File: src/rtl/downstream_write_buffer_pkg.sv
// -----------------------------------------------------------------------------
// downstream_write_buffer_pkg
// Shared types and default widths for the downstream write buffer.
//   DS_ID_W / DS_AMT_W / DS_DEPTH : default client-index, amount and FIFO depth
//   ds_wr_t                       : one buffered RAM write (index + data)
//   dswb_state_e                  : drain FSM states
// -----------------------------------------------------------------------------
package downstream_write_buffer_pkg;

    localparam int DS_ID_W  = 5;
    localparam int DS_AMT_W = 16;
    localparam int DS_DEPTH = 4;

    typedef struct packed {
        logic [DS_ID_W-1:0]  wrindex;
        logic [DS_AMT_W-1:0] wdata;
    } ds_wr_t;

    typedef enum logic [0:0] {
        DSWB_IDLE  = 1'b0,
        DSWB_ISSUE = 1'b1
    } dswb_state_e;

endpackage : downstream_write_buffer_pkg

File: src/rtl/downstream_write_buffer_fifo.sv
// -----------------------------------------------------------------------------
// ds_wr_fifo
// Synchronous FIFO of RAM write entries with an exact occupancy count.
//   clk_i, rst_ni : clock, asynchronous active-low reset
//   push_i/din_i  : write an entry (ignored when full)
//   pop_i         : discard the head (ignored when empty)
//   dout_o        : head entry, combinational read
//   dout_next_o   : entry behind the head, lets the consumer chain writes
//   full_o/empty_o/count_o : status decoded from the registered count
// -----------------------------------------------------------------------------
module ds_wr_fifo
    import downstream_write_buffer_pkg::*;
#(
    parameter int  DEPTH   = 4,
    parameter type entry_t = ds_wr_t
) (
    input  logic                         clk_i,
    input  logic                         rst_ni,
    input  logic                         push_i,
    input  logic                         pop_i,
    input  entry_t                       din_i,
    output entry_t                       dout_o,
    output entry_t                       dout_next_o,
    output logic                         full_o,
    output logic                         empty_o,
    output logic [$clog2(DEPTH+1)-1:0]   count_o
);

    localparam int CW = $clog2(DEPTH + 1);
    localparam int PW = $clog2(DEPTH);
    localparam logic [CW-1:0] CNT_ONE  = CW'(1);
    localparam logic [CW-1:0] CNT_FULL = CW'(DEPTH);
    localparam logic [PW-1:0] PTR_ONE  = PW'(1);

    entry_t        mem_q [DEPTH];
    logic [PW-1:0] wr_ptr_q;
    logic [PW-1:0] rd_ptr_q;
    logic [CW-1:0] count_q;
    logic          do_push_s;
    logic          do_pop_s;

    assign full_o      = (count_q == CNT_FULL);
    assign empty_o     = (count_q == '0);
    assign count_o     = count_q;
    assign do_push_s   = push_i && !full_o;
    assign do_pop_s    = pop_i && !empty_o;
    assign dout_o      = mem_q[rd_ptr_q];
    // Pointers are power-of-two wide, so the +1 wraps modulo DEPTH for free.
    assign dout_next_o = mem_q[rd_ptr_q + PTR_ONE];

    // Storage, pointers and occupancy count.
    always_ff @(posedge clk_i or negedge rst_ni) begin
        if (!rst_ni) begin
            for (int i = 0; i < DEPTH; i++) begin
                mem_q[i] <= '0;
            end
            wr_ptr_q <= '0;
            rd_ptr_q <= '0;
            count_q  <= '0;
        end else begin
            if (do_push_s) begin
                mem_q[wr_ptr_q] <= din_i;
                wr_ptr_q        <= wr_ptr_q + PTR_ONE;
            end
            if (do_pop_s) begin
                rd_ptr_q <= rd_ptr_q + PTR_ONE;
            end
            case ({do_push_s, do_pop_s})
                2'b10:   count_q <= count_q + CNT_ONE;
                2'b01:   count_q <= count_q - CNT_ONE;
                default: count_q <= count_q;
            endcase
        end
    end

endmodule : ds_wr_fifo

File: src/rtl/downstream_write_buffer.sv
// -----------------------------------------------------------------------------
// downstream_write_buffer
// Buffers client balance updates, drops back-to-back duplicates and drains the
// rest one at a time as write requests to the downstream RAM.
//   clk, rst_n                       : clock, asynchronous active-low reset
//   in_valid/in_client_id/in_amount  : update offered by the producer
//   in_ready                         : buffer can accept (FIFO not full)
//   ram_we/ram_wrindex/ram_wdata     : write request, held until ram_ack
//   ram_ack                          : RAM accepted the current write
//   count                            : FIFO occupancy
//   dup_drop                         : one-cycle pulse, update dropped as dup
// -----------------------------------------------------------------------------
module downstream_write_buffer
    import downstream_write_buffer_pkg::*;
#(
    parameter int DEPTH = DS_DEPTH,
    parameter int ID_W  = DS_ID_W,
    parameter int AMT_W = DS_AMT_W
) (
    input  logic                        clk,
    input  logic                        rst_n,
    input  logic                        in_valid,
    input  logic [ID_W-1:0]             in_client_id,
    input  logic [AMT_W-1:0]            in_amount,
    output logic                        in_ready,
    output logic                        ram_we,
    output logic [ID_W-1:0]             ram_wrindex,
    output logic [AMT_W-1:0]            ram_wdata,
    input  logic                        ram_ack,
    output logic [$clog2(DEPTH+1)-1:0]  count,
    output logic                        dup_drop
);

    localparam int CW = $clog2(DEPTH + 1);
    localparam logic [CW-1:0] CNT_ONE = CW'(1);

    // Same layout as ds_wr_t, but sized by this instance's parameters.
    typedef struct packed {
        logic [ID_W-1:0]  wrindex;
        logic [AMT_W-1:0] wdata;
    } entry_t;

    entry_t        din_s;
    entry_t        head_s;
    entry_t        head_next_s;
    logic          full_s;
    logic          empty_s;
    logic [CW-1:0] count_s;
    logic          accept_s;
    logic          dup_s;
    logic          push_s;
    logic          pop_s;

    dswb_state_e      state_q;
    logic             ram_we_q;
    logic [ID_W-1:0]  ram_wrindex_q;
    logic [AMT_W-1:0] ram_wdata_q;
    logic             last_vld_q;
    logic [ID_W-1:0]  last_id_q;
    logic [AMT_W-1:0] last_amt_q;
    logic             dup_drop_q;

    // full_s comes straight from the registered count, so a pop in this cycle
    // cannot raise in_ready and ram_ack has no combinational path to it.
    assign in_ready = !full_s;
    assign accept_s = in_valid && in_ready;
    assign dup_s    = last_vld_q && (in_client_id == last_id_q) && (in_amount == last_amt_q);
    assign push_s   = accept_s && !dup_s;
    // ISSUE is exactly the ram_we=1 state, so acks outside it are ignored.
    assign pop_s    = (state_q == DSWB_ISSUE) && ram_ack;

    assign din_s.wrindex = in_client_id;
    assign din_s.wdata   = in_amount;

    ds_wr_fifo #(
        .DEPTH   (DEPTH),
        .entry_t (entry_t)
    ) u_fifo (
        .clk_i       (clk),
        .rst_ni      (rst_n),
        .push_i      (push_s),
        .pop_i       (pop_s),
        .din_i       (din_s),
        .dout_o      (head_s),
        .dout_next_o (head_next_s),
        .full_o      (full_s),
        .empty_o     (empty_s),
        .count_o     (count_s)
    );

    // Duplicate filter: tracks the last accepted update, not RAM completion.
    always_ff @(posedge clk or negedge rst_n) begin
        if (!rst_n) begin
            last_vld_q <= 1'b0;
            last_id_q  <= '0;
            last_amt_q <= '0;
            dup_drop_q <= 1'b0;
        end else begin
            dup_drop_q <= accept_s && dup_s;
            if (accept_s) begin
                last_vld_q <= 1'b1;
                last_id_q  <= in_client_id;
                last_amt_q <= in_amount;
            end
        end
    end

    // Drain FSM with registered RAM request outputs.
    always_ff @(posedge clk or negedge rst_n) begin
        if (!rst_n) begin
            state_q       <= DSWB_IDLE;
            ram_we_q      <= 1'b0;
            ram_wrindex_q <= '0;
            ram_wdata_q   <= '0;
        end else begin
            case (state_q)
                DSWB_IDLE: begin
                    if (!empty_s) begin
                        ram_wrindex_q <= head_s.wrindex;
                        ram_wdata_q   <= head_s.wdata;
                        ram_we_q      <= 1'b1;
                        state_q       <= DSWB_ISSUE;
                    end
                end
                DSWB_ISSUE: begin
                    if (ram_ack) begin
                        // The head is popped at this edge; the entry behind it
                        // becomes the next write without a bubble cycle.
                        if (count_s > CNT_ONE) begin
                            ram_wrindex_q <= head_next_s.wrindex;
                            ram_wdata_q   <= head_next_s.wdata;
                            ram_we_q      <= 1'b1;
                            state_q       <= DSWB_ISSUE;
                        end else begin
                            ram_we_q <= 1'b0;
                            state_q  <= DSWB_IDLE;
                        end
                    end
                end
                default: begin
                    ram_we_q <= 1'b0;
                    state_q  <= DSWB_IDLE;
                end
            endcase
        end
    end

    assign ram_we      = ram_we_q;
    assign ram_wrindex = ram_wrindex_q;
    assign ram_wdata   = ram_wdata_q;
    assign count       = count_s;
    assign dup_drop    = dup_drop_q;

endmodule : downstream_write_buffer
File: config.mk
export PLATFORM = sky130hd
export DESIGN_NAME = downstream_write_buffer
export DESIGN_NICKNAME = d
export VERILOG_FILES = /design/src/rtl/downstream_write_buffer_pkg.sv /design/src/rtl/downstream_write_buffer_fifo.sv /design/src/rtl/downstream_write_buffer.sv
export SDC_FILE = /design/constraint.sdc
export NUM_CORES = 1
export LEC_CHECK = 0
export BUFFER_PORTS_ARGS = -buffer_cell sky130_fd_sc_hd__buf_2
export CORE_UTILIZATION = 30
export CTS_BUF_LIST = sky130_fd_sc_hd__clkbuf_16
export CTS_CLUSTER_DIAMETER = 50
export CTS_CLUSTER_SIZE = 30
export DETAILED_ROUTE_END_ITERATION = 6
export GPL_TIMING_DRIVEN = 0
export SKIP_CTS_REPAIR_TIMING = 1
export SLEW_MARGIN = 10
export SYNTH_ARGS = -nofsm -noshare
export SYNTH_HDL_FRONTEND = slang
export SYNTH_SLANG_ARGS = --single-unit
File: constraint.sdc
create_clock -name clk -period 2.4 [get_ports clk]
set_input_delay 0.12 -clock clk [delete_from_list [all_inputs] [get_ports clk]]
set_output_delay 0.12 -clock clk [all_outputs]
set_load 0.005 [all_outputs]
Word-level counts from Yosys, hierarchy flattened

Index checks and enable logic that the tools add are counted.

Register bits after elaboration: 137
Bits in latches: 0
RAM bits: 0
Memory bits (read-only): 0
Input bits: 25
Output and inout port bits: 27
Logic and storage cells: 81
Memories: 0

$add $sub $neg: 4
Multipliers: 0
Div/mod/pow operators: 0
$lt $le $gt $ge: 5
Eq/ne operators: 8
Shifts and indexed selects: 0
Multiplexer cells: 25
Bitwise gates (word level): 4
Reductions and logical operators: 16

Operators by type and width:

| cell                | count |
|---|---|
| $mux 21             | 5 |
| $bmux 21 s2         | 2 |
| $bwmux 84           | 1 |
| $mux 16             | 3 |
| $demux 21 s2        | 1 |
| $pmux 16 s2         | 1 |
| $eq 16x16->1        | 1 |
| $mux 5              | 3 |
| $pmux 5 s2          | 1 |
| $ge 3x3->1 const B  | 3 |
| $logic_and 1x1->1   | 9 |
| $not 2->3           | 3 |
| $pmux 3 s2          | 1 |
| $eq 5x5->1          | 1 |
| $mux 1              | 5 |
| $add 2x1->2 const B | 2 |
| $ne 2x2->1 const B  | 2 |
| $pmux 1 s2          | 2 |
| $add 3x1->3 const B | 1 |
| $eq 3x3->1 const B  | 1 |
| $gt 3x1->1 const B  | 1 |
| $logic_not 1->1     | 3 |
| $logic_not 3->1     | 1 |
| $lt 3x1->1 const B  | 1 |
| 8 further kinds     | 8 |

Logic depth before layout (Yosys ltp)

Depth after elaboration: 8
Depth in mapped cells: 10
Gate-level depth less buffers: 10

Modules after synthesis

Synthesis repeated with hierarchy kept, for this count alone.

Cell total of the unflattened synthesis: 494
Area total of the unflattened synthesis: 6746.5 um2

Modules (own cells, without submodules):

| module                  | times used | cells each | area an instance (um2) | seq. area each (um2) |
|---|---|---|---|---|
| ds_wr_fifo              | 1          | 268        | 4564.4                 | 2277.2 |
| downstream_write_buffer | 1          | 226        | 2182.1                 | 1151.1 |

Worst setup path after synthesis

Ideal clock, no wire load.

Kind: register -> register
Start: register u_fifo.count_q[0] (netlist: u_fifo.count_o[0])
End: register u_fifo.mem_q[0] (netlist name)
Setup time: 0.125 ns
Arrival time: 1.964 ns
Setup slack: 0.311 ns
Cell stages (with the launch flop): 10
Buffers on the path: 2
Period minus slack after synthesis: 2.089 ns
Cells stage by stage: dfrtp_1 -> inv_1 -> ha_1 -> nand2_1 -> and2_1 -> clkbuf_1 -> nand2_1 -> a21oi_1 -> buf_6 -> mux2_2

Cells in the longest elaborated chain, start to end: 5

Ends and longest elaborated chain:

| element                        | line                               | text |
|---|---|---|
| start: declaration             | downstream_write_buffer_fifo.sv:38 | `logic [CW-1:0] count_q;` |
| start signal: assignment       | downstream_write_buffer_fifo.sv:69 | `2'b10: count_q <= count_q + CNT_ONE;` |
| start signal: assignment       | downstream_write_buffer_fifo.sv:70 | `2'b01: count_q <= count_q - CNT_ONE;` |
| start signal: assignment       | downstream_write_buffer_fifo.sv:71 | `default: count_q <= count_q;` |
| $eq 3x3->1 (*)                 | downstream_write_buffer_fifo.sv:42 | `assign full_o = (count_q == CNT_FULL);` |
| $logic_not 1->1 (*)            | downstream_write_buffer.sv:65      | `assign in_ready = !full_s;` |
| via in_ready                   | downstream_write_buffer.sv:25      | `output logic in_ready,` |
| $logic_and 1x1->1              | downstream_write_buffer.sv:66      | `assign accept_s = in_valid && in_ready;` |
| $logic_and 1x1->1              | downstream_write_buffer.sv:68      | `assign push_s = accept_s && !dup_s;` |
| $logic_and 1x1->1 (*)          | downstream_write_buffer_fifo.sv:45 | `assign do_push_s = push_i && !full_o;` |
| end signal: indexed assignment | downstream_write_buffer_fifo.sv:62 | `mem_q[wr_ptr_q] <= din_i;` |
| end: declaration               | downstream_write_buffer_fifo.sv:35 | `entry_t mem_q [DEPTH];` |

Mark *: on every way through the listed nets, which the timed path passes. The rest lies on a longest branch.
A chain may end at the register's enable or synchronous reset.

Worst setup path in the final report

Start: register u_fifo.rd_ptr_q[1]
End: register ram_wrindex_q[1] (netlist: ram_wrindex[1])

Cells in the longest elaborated chain, start to end: 8
Elaborated cells between the ends (all ways): 13

Ends and longest elaborated chain:

| element                                     | line                               | text |
|---|---|---|
| start: declaration                          | downstream_write_buffer_fifo.sv:37 | `logic [PW-1:0] rd_ptr_q;` |
| start signal: assignment                    | downstream_write_buffer_fifo.sv:66 | `rd_ptr_q <= rd_ptr_q + PTR_ONE;` |
| $add 2x1->2                                 | downstream_write_buffer_fifo.sv:49 | `assign dout_next_o = mem_q[rd_ptr_q + PTR_ONE];` |
| $not 2->3 (implied by the code)             | downstream_write_buffer_fifo.sv:49 |  |
| $bmux 21 s2                                 | downstream_write_buffer_fifo.sv:49 |  |
| $mux 21 (implied by the code) (2 in series) | downstream_write_buffer_fifo.sv:49 |  |
| $mux 5                                      | downstream_write_buffer.sv:129     | `if (count_s > CNT_ONE) begin` |
| $mux 5                                      | downstream_write_buffer.sv:126     | `if (ram_ack) begin` |
| $pmux 5 s2 (*)                              | downstream_write_buffer.sv:116     | `case (state_q)` |
| end signal: assignment                      | downstream_write_buffer.sv:119     | `ram_wrindex_q <= head_s.wrindex;` |
| end signal: assignment                      | downstream_write_buffer.sv:130     | `ram_wrindex_q <= head_next_s.wrindex;` |
| end: declaration                            | downstream_write_buffer.sv:56      | `logic [ID_W-1:0] ram_wrindex_q;` |

Every way passes the cells marked *; elsewhere a longest branch is shown, timed or not. The select of a mux whose other input is x is not followed.

==> flow_summary.toml <==
[run_status]
outcome = "complete, but fails checks"
violated_checks = "hold timing"

[pwr]
logic_pwr_share_pct = 41.5
p_per_area_mw_per_mm2 = 1483
vdd.ir_drop.worst_v = 0.0005845
clkPwrFrac_pct = 24.5
share_seq_of_total_power_pct = 34.0
swShare_pct = 30.86
internal_power_mw = 8.588
total_leakage_power_nw = 3.584
switching_power_mw = 3.832

[final_layout]
syn_to_final_growth_pct = 23.14
drive_above_1_share_pct = 48.45
layout_common_cells = "dfrtp_1, mux2_2, nand2_1"
final_core_utilization_pct = 38.03
final_layout_net_count = 603
fill_cells = 2120
layout_commonest_cell = "dfrtp_1"
final_cell_count_no_fill = 862
layout.area.seq_mm2 = 0.003428
diodes = 0
multi_input_area_mm2 = 0.003201

[synthesis]
synth-seq-area-share_pct = 50.40
postSynthNetCount = 510
synth_area_mm2 = 0.006802
post_synthesis_cell_type_count = 26
synth_warnings = 0
yosys_register_bits = 137
synth_cells = 476
postSynthAreaPerCell_um2 = 14.29

[critical_path]
critical_path.reg2reg.endpoint = "ram_wrindex[1]"
ff2ff_setup_slack_ns = 0.08
worst-setup-path-type = "flop to flop"
cp_startpoint_kind = "flop"
critPathArrivalTime_ns = 2.62
end_kind = "flop"
regToRegStartpoint = "u_fifo.rd_ptr_q[1]"
reg2reg_depth = 5
timing.critical_path.fanout_max = 10
worst-endpoint-required_ns = 2.70

[clocking]
number_of_clock_buffers_inserted_by_tritoncts = 17
cts_max_level = 4
clockBufferDepth = 2
clock_sink_count = 137
clk_latency_ns = 0.43
tritoncts = "built"
clockRootBuffer = "clkbuf_16"
cts.clk_slew.worst_paths_ns = 0.06

[timing]
finalSetupViolations = 0
postLayoutSetupSlackWorst_ns = 0.08470
timing.clock.skew_ns = 0.01544
drv_slew = 0
total_negative_slack_ns = 0
tightestPinTransition_ns = 0.7712
final.period_utilization_pct = 96.47
fin_worst_hold_slack_ns = -0.01530
timing.final.crit_period_ns = 2.315
slew_headroom_pct = 48.59
max_freq_mhz = 431.9
report.final.hold_viol_count = 1

[drt]
post-route-drc-count = 0
detail_route.first_pass.iterations = 6
avgViaCountPerCell = 4.892
vias = 4217
routed_wire_length_per_instance_um = 18.88
routed_wl_um = 16270
drt_first_iter_violations = 246
route.antenna.remaining_nets = 0

[grt]
antenna_found_initial = 0
global_route.overflow_total = 0
via_count_of_the_first_global_routing_pass = 4461
global_route.usage.total_pct = 14.76
grt_first_pass_wirelength_um = 25650
grt_max_degree = 76

[min_path]
timing.hold.worst_endpoint = "last_amt_q[3]"
hold_path.startpoint = "in_amount[3]"
hold_path_class = "primary input to flop"
whs_path_depth = 3

[placement]
dpl_worst_slack_ns = -0.09941
portBuffers = 51
dpl.cell_count = 808
hpwlAfterDp_um = 10910
last_weighted_congestion_value_of_the_routability_driven_placer = 0.7605

[floorplan]
number_of_placed_i_o_pins = 52
initial_core_util_pct = 30.88
rows = 54
placeableCoreArea_mm2 = 0.02203
die-width_um = 152.6
floorplan.die_area_mm2 = 0.02328
floorplan.die.height_um = 152.6

[job]
max_cap_violations = 0
## worst max-delay path: stages, from the launching register on
cell	delay, ns
dfrtp_1	0.32
clkbuf_1	0.29
buf_1	0.63
mux4_2	0.41
mux2_2	0.28
mux2_2	0.26
## state kept, by name, summed over array words and instances, names as in the netlist
| name | count |
|---|---|
| dup_drop | 1 |
| last_amt_q | 16 |
| last_id_q | 5 |
| last_vld_q | 1 |
| ram_wdata | 16 |
| ram_we | 1 |
| ram_wrindex | 5 |
| state_q | 1 |
| u_fifo.count_o | 3 |
| u_fifo.mem_q | 84 |
| u_fifo.rd_ptr_q | 2 |
| u_fifo.wr_ptr_q | 2 |
## power groups by stage
stage / registers, mW / logic (mW) / clock network (mW)
floorplan: 4.03 / 3.96 / 0
global placement: 4.10 / 5.00 / 0
detailed placement: 4.26 / 5.17 / 0
CTS: 4.22 / 5.21 / 3.11
global route: 4.37 / 5.59 / 3.23
finish: 4.22 / 5.15 / 3.04
## how the worst max path moves through the flow
| stage | from | to | slack, ns |
|---|---|---|---|
| 2_1_floorplan | u_fifo.count_o[0] | u_fifo.mem_q[0] | 0.31 |
| 3_3_place_gp | rst_n | ram_wdata[14] | -0.68 |
| 3_5_place_dp | u_fifo.count_o[0] | ram_wrindex[2] | -0.1 |
| 4_1_cts | u_fifo.count_o[0] | ram_wrindex[0] | -0.12 |
| 5_1_grt | last_amt_q[14] | u_fifo.count_o[2] | -0.07 |
| 6_report | u_fifo.rd_ptr_q[1] | ram_wrindex[1] | 0.08 |
## per-stage QoR
| step | power [mW] | cell area (µm²) |
|---|---|---|
| after global placement | 9.099 | 7407 |
| after detailed placement | 9.428 | 7441 |
| after floorplan | 7.986 | 6802 |
| after global routing | 13.19 | 8376 |
| final | 12.42 | 8376 |
| after CTS | 12.54 | 8122 |
## synthesized netlist by cell type
| cell | n | area (µm²) |
|---|---|---|
| a21o_1 | 1 | 7.510 |
| a21oi_1 | 6 | 30.03 |
| nor4_1 | 1 | 6.260 |
| clkbuf_1 | 13 | 48.80 |
| mux2i_1 | 1 | 10.01 |
| xor2_1 | 6 | 52.55 |
| mux4_2 | 42 | 945.9 |
| o21ai_0 | 2 | 10.01 |
| buf_2 | 5 | 25.02 |
| inv_1 | 5 | 18.77 |
| mux2_2 | 127 | 1430 |
| nor4_4 | 1 | 21.27 |
| ha_1 | 9 | 112.6 |
| nand2b_1 | 3 | 18.77 |
| nand4_1 | 4 | 25.02 |
| buf_1 | 1 | 3.750 |
| buf_6 | 8 | 90.09 |
| buf_4 | 2 | 15.01 |
| xnor2_1 | 21 | 183.9 |
| nand2_1 | 73 | 274.0 |
| dfrtp_1 | 137 | 3428 |
| a211oi_1 | 1 | 7.510 |
| and3_1 | 2 | 12.51 |
| nor2b_1 | 1 | 6.260 |
| nor2_1 | 3 | 11.26 |
| and2_1 | 1 | 6.260 |
## logic make-up after synthesis
family          Yosys count  share of synthesized area [%]
simple gates             89                          5.611
fa+ha+maj                 9                          1.656
buf+inv                  34                          2.962
mux                     170                          35.08
xor+xnor                 27                          3.477
flops                   137                          50.40
compound gates           10                         0.8095
## area by class of cell
class,instances,area share [%]
Sequential cell,137,40.93
Timing Repair Buffer,75,6.110
Inverter,5,0.2241
Buffer,28,2.211
Clock inverter,15,3.048
Multi-Input combinational cell,305,38.21
Tap cell,280,4.183
Clock buffer,17,5.079
## routing by layer
metal  track usage [%]  share of wire, %
met5                 0                 0
met4             4.906               1.5
met1             18.98                46
met3             4.778               3.6
met2             23.46                49
Note: power is estimated with default switching activity, not from simulation.
